<file path="src/rtl/mem_interface_if.sv">
// Datapath/RAM signal bundle for mem_interface; the slave modport is the
// controller's view, the master modport the surrounding datapath/RAM side.
interface mem_interface_if;
    logic [31:0] busMuxOut;
    logic        MARin;
    logic        MDRin;
    logic        Read;
    logic        Write;
    logic [31:0] busMuxInMDR;
    logic [8:0]  mem_addr;
    logic [31:0] mem_wdata;
    logic        mem_req;
    logic        mem_we;
    logic [31:0] mem_rdata;
    logic        mem_ack;
    logic        mem_busy;
    logic        mem_done;
    logic        mem_err;

    modport slave (
        input  busMuxOut, MARin, MDRin, Read, Write, mem_rdata, mem_ack,
        output busMuxInMDR, mem_addr, mem_wdata, mem_req, mem_we,
               mem_busy, mem_done, mem_err
    );

    modport master (
        output busMuxOut, MARin, MDRin, Read, Write, mem_rdata, mem_ack,
        input  busMuxInMDR, mem_addr, mem_wdata, mem_req, mem_we,
               mem_busy, mem_done, mem_err
    );
endinterface

</file>
<file path="src/rtl/mem_interface.sv">
// MAR/MDR register pair with a single-outstanding RAM request FSM,
// acknowledge/timeout completion and a one-cycle DONE status pulse.
module mem_interface #(
    parameter int TIMEOUT = 16
) (
    input  logic              clock,
    input  logic              clear,
    mem_interface_if.slave    bus
);
    typedef enum logic [1:0] {IDLE, RD_REQ, WR_REQ, DONE} state_e;

    localparam logic [4:0] TO_LAST = 5'(TIMEOUT - 1);

    state_e      state_q, state_d;
    logic [8:0]  mar_q, mar_d;
    logic [31:0] mdr_q, mdr_d;
    logic [4:0]  cnt_q, cnt_d;
    logic        err_q, err_d;

    always_ff @(posedge clock or negedge clear) begin
        if (!clear) begin
            state_q <= IDLE;
            mar_q   <= '0;
            mdr_q   <= '0;
            cnt_q   <= '0;
            err_q   <= 1'b0;
        end else begin
            state_q <= state_d;
            mar_q   <= mar_d;
            mdr_q   <= mdr_d;
            cnt_q   <= cnt_d;
            err_q   <= err_d;
        end
    end

    always_comb begin
        state_d = state_q;
        mar_d   = mar_q;
        mdr_d   = mdr_q;
        cnt_d   = cnt_q;
        err_d   = err_q;
        case (state_q)
            IDLE: begin
                // Keeping the counter at zero here clears it on request entry.
                cnt_d = '0;
                err_d = 1'b0;
                if (bus.MARin) mar_d = bus.busMuxOut[8:0];
                if (bus.MDRin) mdr_d = bus.busMuxOut;
                if (bus.Read)       state_d = RD_REQ;
                else if (bus.Write) state_d = WR_REQ;
            end
            RD_REQ, WR_REQ: begin
                // Ack is tested first so it wins over a same-cycle timeout.
                if (bus.mem_ack) begin
                    state_d = DONE;
                    if (state_q == RD_REQ) mdr_d = bus.mem_rdata;
                end else if (cnt_q == TO_LAST) begin
                    state_d = DONE;
                    err_d   = 1'b1;
                end else begin
                    cnt_d = cnt_q + 5'd1;
                end
            end
            DONE: begin
                state_d = IDLE;
                err_d   = 1'b0;
            end
            default: state_d = IDLE;
        endcase
    end

    assign bus.mem_addr    = mar_q;
    assign bus.mem_wdata   = mdr_q;
    assign bus.busMuxInMDR = mdr_q;
    assign bus.mem_req     = (state_q == RD_REQ) || (state_q == WR_REQ);
    assign bus.mem_we      = (state_q == WR_REQ);
    assign bus.mem_busy    = (state_q != IDLE);
    assign bus.mem_done    = (state_q == DONE);
    assign bus.mem_err     = (state_q == DONE) && err_q;
endmodule

</file>
<file path="src/flat_wrapper.sv">
// flat-port wrapper written by rule: the top's interface ports become plain ports
module mem_interface_flat 
#(
    parameter int TIMEOUT = 16
)
  (clock, clear, bus_busMuxOut, bus_MARin, bus_MDRin, bus_Read, bus_Write, bus_mem_rdata, bus_mem_ack, bus_busMuxInMDR, bus_mem_addr, bus_mem_wdata, bus_mem_req, bus_mem_we, bus_mem_busy, bus_mem_done, bus_mem_err);
  mem_interface_if bus_i ();
  input  logic clock;
  input  logic clear;
  input wire logic [$bits(bus_i.busMuxOut)-1:0] bus_busMuxOut;
  input wire logic [$bits(bus_i.MARin)-1:0] bus_MARin;
  input wire logic [$bits(bus_i.MDRin)-1:0] bus_MDRin;
  input wire logic [$bits(bus_i.Read)-1:0] bus_Read;
  input wire logic [$bits(bus_i.Write)-1:0] bus_Write;
  input wire logic [$bits(bus_i.mem_rdata)-1:0] bus_mem_rdata;
  input wire logic [$bits(bus_i.mem_ack)-1:0] bus_mem_ack;
  output wire logic [$bits(bus_i.busMuxInMDR)-1:0] bus_busMuxInMDR;
  output wire logic [$bits(bus_i.mem_addr)-1:0] bus_mem_addr;
  output wire logic [$bits(bus_i.mem_wdata)-1:0] bus_mem_wdata;
  output wire logic [$bits(bus_i.mem_req)-1:0] bus_mem_req;
  output wire logic [$bits(bus_i.mem_we)-1:0] bus_mem_we;
  output wire logic [$bits(bus_i.mem_busy)-1:0] bus_mem_busy;
  output wire logic [$bits(bus_i.mem_done)-1:0] bus_mem_done;
  output wire logic [$bits(bus_i.mem_err)-1:0] bus_mem_err;
  assign bus_i.busMuxOut = bus_busMuxOut;
  assign bus_i.MARin = bus_MARin;
  assign bus_i.MDRin = bus_MDRin;
  assign bus_i.Read = bus_Read;
  assign bus_i.Write = bus_Write;
  assign bus_i.mem_rdata = bus_mem_rdata;
  assign bus_i.mem_ack = bus_mem_ack;
  assign bus_busMuxInMDR = bus_i.busMuxInMDR;
  assign bus_mem_addr = bus_i.mem_addr;
  assign bus_mem_wdata = bus_i.mem_wdata;
  assign bus_mem_req = bus_i.mem_req;
  assign bus_mem_we = bus_i.mem_we;
  assign bus_mem_busy = bus_i.mem_busy;
  assign bus_mem_done = bus_i.mem_done;
  assign bus_mem_err = bus_i.mem_err;
  mem_interface #(.TIMEOUT(TIMEOUT)) u_core (.clock(clock), .clear(clear), .bus(bus_i));
endmodule
</file>
<file path="config.mk">
export PLATFORM = sky130hd
export DESIGN_NAME = mem_interface_flat
export DESIGN_NICKNAME = d
export VERILOG_FILES = /design/src/rtl/mem_interface_if.sv /design/src/rtl/mem_interface.sv /design/src/flat_wrapper.sv
export SDC_FILE = /design/constraint.sdc
export NUM_CORES = 1
export LEC_CHECK = 0
export CELL_PAD_IN_SITES_DETAIL_PLACEMENT = 1
export CELL_PAD_IN_SITES_GLOBAL_PLACEMENT = 1
export CORE_UTILIZATION = 30
export CTS_BUF_LIST = sky130_fd_sc_hd__clkbuf_16
export CTS_CLUSTER_SIZE = 40
export DETAILED_ROUTE_END_ITERATION = 12
export GPL_ROUTABILITY_DRIVEN = 0
export GPL_TIMING_DRIVEN = 0
export PLACE_DENSITY_LB_ADDON = 0.1
export SYNTH_ARGS = -nofsm -noshare
export SYNTH_HDL_FRONTEND = slang
export SYNTH_SLANG_ARGS = --single-unit
</file>
<file path="constraint.sdc">
create_clock -name clock -period 2.7 [get_ports clock]
set_input_delay 0.405 -clock clock [delete_from_list [all_inputs] [get_ports clock]]
set_output_delay 0.405 -clock clock [all_outputs]
set_load 0.05 [all_outputs]
</file>
# After elaboration in Yosys (flattened, before gate mapping)
# Cells that the tools add are included.
[classes]
add_sub_neg = 1
multipliers = 0
div_mod_pow = 0
n_lt_le_gt_ge = 0
n_eq_ne = 12
n_shift = 0
mux = 15
bitwise = 0
n_reduce_logical = 12
[op_table]
columns = ["op", "n"]
rows = [
  ["$mux W32", 3],
  ["$pmux W32 S2", 1],
  ["$mux W5", 2],
  ["$pmux W5 S2", 1],
  ["$mux W2", 4],
  ["$ne A2 B2 Y1 const B", 4],
  ["$pmux W2 S3", 1],
  ["$reduce_and A2 Y1", 3],
  ["$add A5 B1 Y5 const B", 1],
  ["$eq A5 B4 Y1 const B", 1],
  ["$eq A2 B2 Y1 const B", 2],
  ["$ne A2 B1 Y1 const B", 2],
  ["$reduce_and A4 Y1", 1],
  ["$reduce_bool A2 Y1", 2],
  ["$reduce_or A2 Y1", 2],
  ["$ne A3 B2 Y1 const B", 1],
  ["$ne A3 B3 Y1 const B", 1],
  ["$reduce_and A3 Y1", 1],
  ["$eq A2 B1 Y1 const B", 1],
  ["$logic_not A2 Y1", 1],
  ["$mux W1", 2],
  ["$pmux W1 S2", 1],
  ["$logic_and A1 B1 Y1", 1],
  ["$logic_or A1 B1 Y1", 1],
]
[totals]
reg_bits = 49
latchBits = 0
ramBits = 0
mem_bits_ro = 0
input_bits = 71
memories = 0

# Longest topological paths before layout
# Gate-level depths: netlist of the first run.
[logic_depth]
word_depth = 4
ltp_mapped = 7
depth_no_buf = 6

# Least setup slack after synthesis of the first run
# OpenSTA, ideal clock, no wires.
[synth_timing]
path_type = "register to register"
start = "register u_core.state_q[1]"
end = "register u_core.mdr_q[11], in the netlist u_core.bus.busMuxInMDR[11]"
setup_ns = 0.125
arrival_ns = 2.155
t_required_ns = 2.575
path_slack_ns = 0.420
path_stages_with_launch = 7
path_cell_list = "dfrtp_1 > inv_1 > ha_1 > buf_2 > buf_2 > mux2_2 > mux2_2"
[synth_via]
elab_chain_len = 4
word_cells_on_any_way = 10
classes_between = "eq/ne: 5; mux: 1; reduce/logical: 4"
[synth_lines]
columns = ["item", "line", "source"]
rows = [
  ["start: declaration", "mem_interface.sv:14", "state_e state_q, state_d;"],
  ["start signal: assignment", "mem_interface.sv:28", "state_q <= state_d;"],
  ["$eq A2 B2 Y1 or $eq A2 B1 Y1 (tied branches)", "mem_interface.sv:42, mem_interface.sv:56", ""],
  ["$reduce_or A2 Y1", "mem_interface.sv:42", "case (state_q)"],
  ["$ne A2 B1 Y1 (no source line) (tied with other cells)", "--", ""],
  ["$reduce_and A4 Y1 (no source line)", "--", ""],
  ["end signal: assignment", "mem_interface.sv:30", "mdr_q <= mdr_d;"],
  ["end: declaration", "mem_interface.sv:16", "logic [31:0] mdr_q, mdr_d;"],
]
# Parallel ways exist; a longest one is shown, timed or not.
# A chain may end at the register's enable or synchronous reset.

# Worst setup path in the final report of the first run
[layout_timing]
start = "register u_core.state_q[1]"
end = "output port bus_mem_req"
[layout_via]
elab_chain_len = 2
word_cells_on_any_way = 3
classes_between = "eq/ne: 2; reduce/logical: 1"
[layout_lines]
columns = ["item", "line", "source"]
rows = [
  ["$eq A2 B1 Y1 or $eq A2 B2 Y1 (tied branches)", "mem_interface.sv:75", "assign bus.mem_req = (state_q == RD_REQ) || (state_q == WR_REQ);"],
  ["$logic_or A1 B1 Y1 (*)", "mem_interface.sv:75", ""],
  ["end: declaration", "flat_wrapper.sv:20", "output wire logic [$bits(bus_i.mem_req)-1:0] bus_mem_req;"],
]
# Mark *: on every way between the ends. The rest lies on a longest branch, timed or not.

==> insert_results.sql, run 1 <==
INSERT INTO impl_metrics (metric_group, metric, value, unit) VALUES
('floorplan', 'coreArea', '8850', 'µm²'),
('hold_path', 'timing.hold.worst.class', 'in2async', ''),
('run', 'cap_viol_max_count', '0', ''),
('layout', 'utilization', '51.7', '%'),
('cts', 'clock_latency_reported_for_the_late_side_of_the_worst_skew_pair', '280', 'ps'),
('drt', 'drt-initial-drc-count', '46', ''),
('floorplan', 'start_util', '31.4', '%'),
('layout', 'syn2layout_area_growth', '64.5', '%'),
('layout', 'nets', '445', ''),
('cts', 'clkTransAtPathRegs', '70', 'ps'),
('timing', 'worst_pin_slew', '581', 'ps'),
('run_status', 'status', 'finished with violations', ''),
('layout', 'n_fill_cell', '930', ''),
('timing', 'report.final.slew_viol_count', '0', ''),
('drt', 'detail-route-antenna-nets', '0', ''),
('critical_path', 'worst_setup_path_end_kind', 'primary output', ''),
('grt', 'grt_start_max_net_pins', '38', ''),
('cts', 'cts_sinks', '49', ''),
('drt', 'first_pass_iters', '8', ''),
('synthesis', 'netlist-cell-type-count', '35', ''),
('floorplan', 'die_y', '98.2', 'µm'),
('layout', 'final_design_area_no_fill', '4570', 'µm²'),
('drt', 'wl_per_cell', '15.8', 'µm'),
('grt', 'vias_in_the_first_global_route', '2383', ''),
('synthesis', 'postSynthRegisterBits', '49', ''),
('timing', 'timing.max_slew.rel_slack', '61.2', '%'),
('synthesis', 'synth.cell_area', '2780', 'µm²'),
('cts', 'cts-resized-gates', '0', ''),
('floorplan', 'die_width', '98.2', 'µm'),
('floorplan', 'total_die_area', '9650', 'µm²'),
('grt', 'gr-usage-all-layers', '16.5', '%'),
('synthesis', 'synthMostInstantiatedCell', 'mux2_2', ''),
('drt', 'postRouteWirelength', '7520', 'µm'),
('floorplan', 'num_rows', '34', ''),
('timing', 'worst_clock_skew', '4.64', 'ps'),
('grt', 'wire_length_of_the_first_global_routing_pass', '12600', 'µm'),
('synthesis', 'synth_area_leader_cell', 'dfrtp_1', ''),
('cts', 'clock_buffers_created_by_tritoncts', '5', ''),
('drt', 'drc', '14', ''),
('grt', 'overflow', '0', ''),
('layout', 'multi_input_area', '1220', 'µm²'),
('layout', 'regArea', '1230', 'µm²'),
('synthesis', 'syn_inst', '211', ''),
('synthesis', 'synth.cells.most_frequent', 'mux2_2 (64), dfrtp_1 (49), buf_4 (32)', ''),
('timing', 'grt_setup_unrepaired', 'false', ''),
('synthesis', 'syn_avg_cell_area', '13.2', 'µm²'),
('place', 'placed_standard_cell_area', '4410', 'µm²'),
('cts', 'cts_hold_buf', '0', ''),
('critical_path', 'worst-endpoint-required', '2300', 'ps'),
('critical_path', 'path_max_fanout', '4', ''),
('synthesis', 'synth_nets', '289', ''),
('place', 'placement.io_buffers', '148', ''),
('floorplan', 'top_level_ports', '149', ''),
('run_status', 'violations', 'DRC', ''),
('cts', 'clk_path_buf_depth', '2', ''),
('drt', 'total_vias_in_the_final_route', '2110', ''),
('timing', 'finalSetupViolations', '0', ''),
('synthesis', 'synth.yosys.seq_area_share', '44.1', '%'),
('cts', 'cts_tree', 'yes', ''),
('synthesis', 'ys_warn_count', '0', ''),
('grt', 'antenna_found_initial', '0', ''),
('timing', 'fin_crit_sh', '90.1', '%'),
('synthesis', 'yosys_top_cell_area_share', '44.1', '%'),
('layout', 'drive_gt1_share', '34.9', '%'),
('timing', 'post-route-min-period', '2430', 'ps'),
('drt', 'avgViaCountPerCell', '4.44', ''),
('layout', 'antennaDiodeCount', '0', ''),
('timing', 'timing_hold_violations_final', '0', ''),
('cts', 'ctsRootBufferMaster', 'clkbuf_16', ''),
('timing', 'achievable-frequency', '411', 'MHz'),
('synthesis', 'synth_edf_count', '0', ''),
('synthesis', 'ys_top_cells_by_area', 'dfrtp_1 (44%), mux2_2 (26%), buf_4 (8.6%)', ''),
('synthesis', 'async_reset_ff_share', '100', '%'),
('critical_path', 'crit_type', 'reg2out', ''),
('place', 'detailedPlacementHpwl', '5830', 'µm'),
('cts', 'cts-htree-levels', '2', ''),
('critical_path', 'crit_path_start_kind', 'register', ''),
('synthesis', 'synth_top_flop_cell', 'dfrtp_1', ''),
('cts', 'post_cts_buffers', '0', ''),
('critical_path', 'critical_path_arrival', '2030', 'ps');
critical path, cell delays in order (launching register included):
cell	delay (ps)
dfrtp_1	440
inv_1	110
ha_1	370
clkdlybuf4s50_1	830
cell families (layout without fill, tap and decap cells):
group,count (synthesis),after routing,synth area share [%]
adders and majority gates,7,7,3.15
muxes,77,77,32.4
DFF,49,49,44.1
xor gates and xnor gates,1,1,0.315
buffers and inverters,46,202,11.8
AOI/OAI and AO/OA,11,11,3.47
and+or+nand+nor,20,20,4.68
state kept, by name, indices dropped and copies added (netlist names):
signal,cells
u_core.bus.busMuxInMDR,32
u_core.err_q,1
u_core.bus.mem_addr,9
u_core.cnt_q,5
u_core.state_q,2
routing by layer:
metal  vias to the layer above  track usage [%]  routed length [µm]
met1                      1013             21.4                3280
met5                         -                0                   0
met2                        83             28.4                3710
met4                         0             3.44                  40
met3                         2             3.51                 499
li1                       1012                -                   -
final timing paths:
check                                  startpoint                          to  slack (ps)  cells past startpoint
max in group asynchronous                   clear  u_core.bus.busMuxInMDR[10]        2170                      2
hold reg to reg            u_core.bus.mem_addr[6]      u_core.bus.mem_addr[6]         500                      1
setup reg to reg                u_core.state_q[1]  u_core.bus.busMuxInMDR[25]         430                      6
min in group clock         u_core.bus.mem_addr[6]      u_core.bus.mem_addr[6]         500                      1
setup / recovery                u_core.state_q[1]                 bus_mem_req         270                      3
hold / removal                              clear  u_core.bus.busMuxInMDR[27]          20                      1
area by class of cell:
type	instances	area share, %
Buffer	41	6.79
Clock buffer	5	2.74
Clock inverter	2	0.766
Inverter	5	0.411
Multi-Input combinational cell	116	26.8
Sequential cell	49	26.8
Tap cell	108	2.96
Timing Repair Buffer	149	32.7
layout by cell type, fill, tap and decap left out, drive strengths merged, types with 2 or more instances in the layout:
| cell type | Yosys | layout |
|---|---|---|
| a21oi | 2 | 2 |
| and2b | 2 | 2 |
| buf | 41 | 43 |
| clkbuf | 0 | 5 |
| clkdlybuf4s50 | 0 | 147 |
| dfrtp | 49 | 49 |
| ha | 7 | 7 |
| inv | 5 | 5 |
| mux2 | 74 | 74 |
| mux2i | 3 | 3 |
| nand2 | 4 | 4 |
| nor2 | 2 | 2 |
| nor3b | 2 | 2 |
stage by stage:
stage                     TNS [ps]  setup slack, ps  instances  hold WS [ps]
after floorplan                  0              420        211           109
after global placement      -20390             -421        467           489
after detailed placement         0              317        468           330
after CTS                        0              251        475          22.4
after global routing             0              153        475          30.3
final                            0              266        475          15.7
Power of run 1 is left out: the tool's default activity adds up to more than one toggle a clock period on the data nets, which glitch-free logic cannot reach.
==> run 2, diff against run 1 <==
--- a/config.mk
+++ b/config.mk
@@ -13,7 +13,8 @@
 export DETAILED_ROUTE_END_ITERATION = 12
 export GPL_ROUTABILITY_DRIVEN = 0
 export GPL_TIMING_DRIVEN = 0
-export PLACE_DENSITY_LB_ADDON = 0.1
+export PLACE_DENSITY = 0.83
 export SYNTH_ARGS = -nofsm -noshare
 export SYNTH_HDL_FRONTEND = slang
 export SYNTH_SLANG_ARGS = --single-unit
+export TNS_END_PERCENT = 50
==> run 2 against run 1 <==
Against the previous run: the flow still finishes with violations (DRC); wire length is 4.2% higher; die area stayed put; count of clock-buffer cells in the layout stayed put; worst hold slack better by 110 ps; critical path depth stayed put; maximum frequency is 0.82% higher; global-route usage is 0.27 points higher; critical path type unchanged; largest cell class unchanged; highest routed layer unchanged.
==> insert_results.sql, run 2 (same netlist as run 1, synthesis figures left out) <==
INSERT INTO impl_metrics (metric_group, metric, value, unit) VALUES
('run_status', 'status', 'finished with violations', ''),
('run_status', 'violations', 'DRC', ''),
('critical_path', 'path_max_fanout', '4', ''),
('cts', 'cts-resized-gates', '0', ''),
('critical_path', 'worst-endpoint-required', '2300', 'ps'),
('run', 'cap_viol_max_count', '0', ''),
('layout', 'regArea', '1230', 'µm²'),
('drt', 'drc', '13', ''),
('cts', 'clkTransAtPathRegs', '70', 'ps'),
('layout', 'drive_gt1_share', '34.9', '%'),
('timing', 'worst_pin_slew', '610', 'ps'),
('cts', 'clk_path_buf_depth', '2', ''),
('timing', 'timing.max_slew.rel_slack', '59.4', '%'),
('layout', 'final_cell_count_no_fill', '475', ''),
('place', 'placedCellCount', '468', ''),
('grt', 'wire_length_of_the_first_global_routing_pass', '12700', 'µm'),
('layout', 'layout.cells.most_common', 'clkdlybuf4s50_1', ''),
('drt', 'postRouteWirelength', '7840', 'µm'),
('layout', 'antennaDiodeCount', '0', ''),
('timing', 'timing_hold_violations_final', '0', ''),
('layout', 'final_cell_mix', 'clkdlybuf4s50_1 (147), mux2_2 (64), dfrtp_1 (49)', ''),
('timing', 'finalSetupViolations', '0', ''),
('layout', 'nets', '445', ''),
('critical_path', 'crit_type', 'reg2out', ''),
('critical_path', 'critical_path.slowest_cell', 'clkdlybuf4s50_1', ''),
('layout', 'multi_input_area', '1220', 'µm²'),
('drt', 'wl_per_cell', '16.5', 'µm'),
('timing', 'report.final.slew_viol_count', '0', ''),
('floorplan', 'num_rows', '34', ''),
('grt', 'antenna_found_initial', '0', ''),
('timing', 'achievable-frequency', '414', 'MHz'),
('cts', 'clock_buffers_created_by_tritoncts', '5', ''),
('grt', 'vias_in_the_first_global_route', '2366', ''),
('layout', 'n_fill_cell', '940', ''),
('drt', 'total_vias_in_the_final_route', '2161', ''),
('critical_path', 'worst_setup_path_end_kind', 'primary output', ''),
('critical_path', 'critical_path_arrival', '2010', 'ps'),
('critical_path', 'timing.critical_path.slowest_cell_delay', '830', 'ps'),
('layout', 'largest_register_ff_count', '32', ''),
('cts', 'clock_latency_reported_for_the_late_side_of_the_worst_skew_pair', '280', 'ps'),
('floorplan', 'start_util', '31.4', '%'),
('timing', 'fin_crit_sh', '89.4', '%'),
('place', 'detailedPlacementHpwl', '6290', 'µm'),
('cts', 'ctsRootBufferMaster', 'clkbuf_16', ''),
('critical_path', 'crit_path_start_kind', 'register', ''),
('place', 'placement.io_buffers', '148', ''),
('drt', 'drt-initial-drc-count', '41', ''),
('floorplan', 'die_y', '98.2', 'µm'),
('drt', 'avgViaCountPerCell', '4.55', ''),
('floorplan', 'total_die_area', '9650', 'µm²'),
('critical_path', 'worstPathBufferInverterCount', '2', ''),
('grt', 'gr-usage-all-layers', '16.8', '%'),
('timing', 'grt_setup_unrepaired', 'false', ''),
('floorplan', 'top_level_ports', '149', ''),
('drt', 'first_pass_iters', '9', ''),
('cts', 'cts-htree-levels', '2', ''),
('critical_path', 'worstPathCellList', 'inv_1 > ha_1 > clkdlybuf4s50_1', ''),
('timing', 'hold_ws', '127', 'ps'),
('layout', 'syn2layout_area_growth', '64.5', '%'),
('grt', 'grt_start_max_net_pins', '26', ''),
('cts', 'cts_hold_buf', '0', ''),
('floorplan', 'die_width', '98.2', 'µm'),
('hold_path', 'timing.hold.worst.class', 'in2async', ''),
('cts', 'post_cts_buffers', '0', ''),
('drt', 'detail-route-antenna-nets', '0', ''),
('critical_path', 'crit_family', 'buffers and inverters', ''),
('cts', 'cts_sinks', '49', ''),
('timing', 'post-route-min-period', '2410', 'ps'),
('cts', 'cts_tree', 'yes', ''),
('grt', 'overflow', '0', ''),
('timing', 'worst_clock_skew', '6.68', 'ps'),
('floorplan', 'coreArea', '8850', 'µm²');
==> run 2: cell counts in the layout (fill, tap and decap cells not counted) <==
Identical to the previous run, type by type.
==> run 2: routing by layer <==
| metal | up-vias | share of wire [%] | global-route usage, % |
|---|---|---|---|
| li1 | 1016 | - | - |
| met5 | - | 0 | 0 |
| met4 | 0 | 1.3 | 5.05 |
| met3 | 6 | 6.3 | 2.29 |
| met1 | 1057 | 39 | 20.2 |
| met2 | 82 | 54 | 31.0 |
==> run 2: final timing paths <==
path | start | to | slack, ps | depth (start not counted)
max in group asynchronous | clear | u_core.bus.busMuxInMDR[4] | 2020 | 2
hold / removal | clear | u_core.bus.mem_addr[0] | 130 | 1
setup reg to reg | u_core.state_q[1] | u_core.bus.busMuxInMDR[9] | 430 | 6
hold reg to reg | u_core.err_q | u_core.err_q | 490 | 1
setup / recovery | u_core.state_q[1] | bus_mem_req | 290 | 3
min in group clock | u_core.err_q | u_core.err_q | 490 | 1
==> run 2: worst reg2reg max path, cell delays in order, from the launching register on <==
cell	delay [ps]
dfrtp_1	410
inv_1	100
ha_1	360
and2b_1	210
a2111oi_4	470
buf_6	270
mux2_4	320
==> run 2: per-stage QoR <==
stage / setup TNS [ps] / setup slack (ps) / util [%] / area [µm²]
after floorplan: 0 / 420 / - / 2780
after global placement: -17640 / -363 / 49.7 / 4400
after detailed placement: 0 / 331 / 49.8 / 4410
after CTS: 0 / 249 / 51.7 / 4570
after global routing: 0 / 211 / 51.7 / 4570
final: 0 / 286 / 51.7 / 4570
==> run 2: final cells by class <==
cell class / count / share of cell area [%]
Buffer: 41 / 6.79
Clock buffer: 5 / 2.74
Clock inverter: 2 / 0.766
Inverter: 5 / 0.411
Multi-Input combinational cell: 116 / 26.8
Sequential cell: 49 / 26.8
Tap cell: 108 / 2.96
Timing Repair Buffer: 149 / 32.7
Power of run 2 is left out for the same reason.
==> run 3, diff against run 2 <==
--- a/config.mk
+++ b/config.mk
@@ -13,8 +13,9 @@
 export DETAILED_ROUTE_END_ITERATION = 12
 export GPL_ROUTABILITY_DRIVEN = 0
 export GPL_TIMING_DRIVEN = 0
+export HOLD_SLACK_MARGIN = 0.1
 export PLACE_DENSITY = 0.83
 export SYNTH_ARGS = -nofsm -noshare
 export SYNTH_HDL_FRONTEND = slang
 export SYNTH_SLANG_ARGS = --single-unit
-export TNS_END_PERCENT = 50
+export TNS_END_PERCENT = 30
==> results of run 3 <==
The final DEF is identical to that of run 2; final timing and power are the same.
Power of run 3 is left out for the same reason.
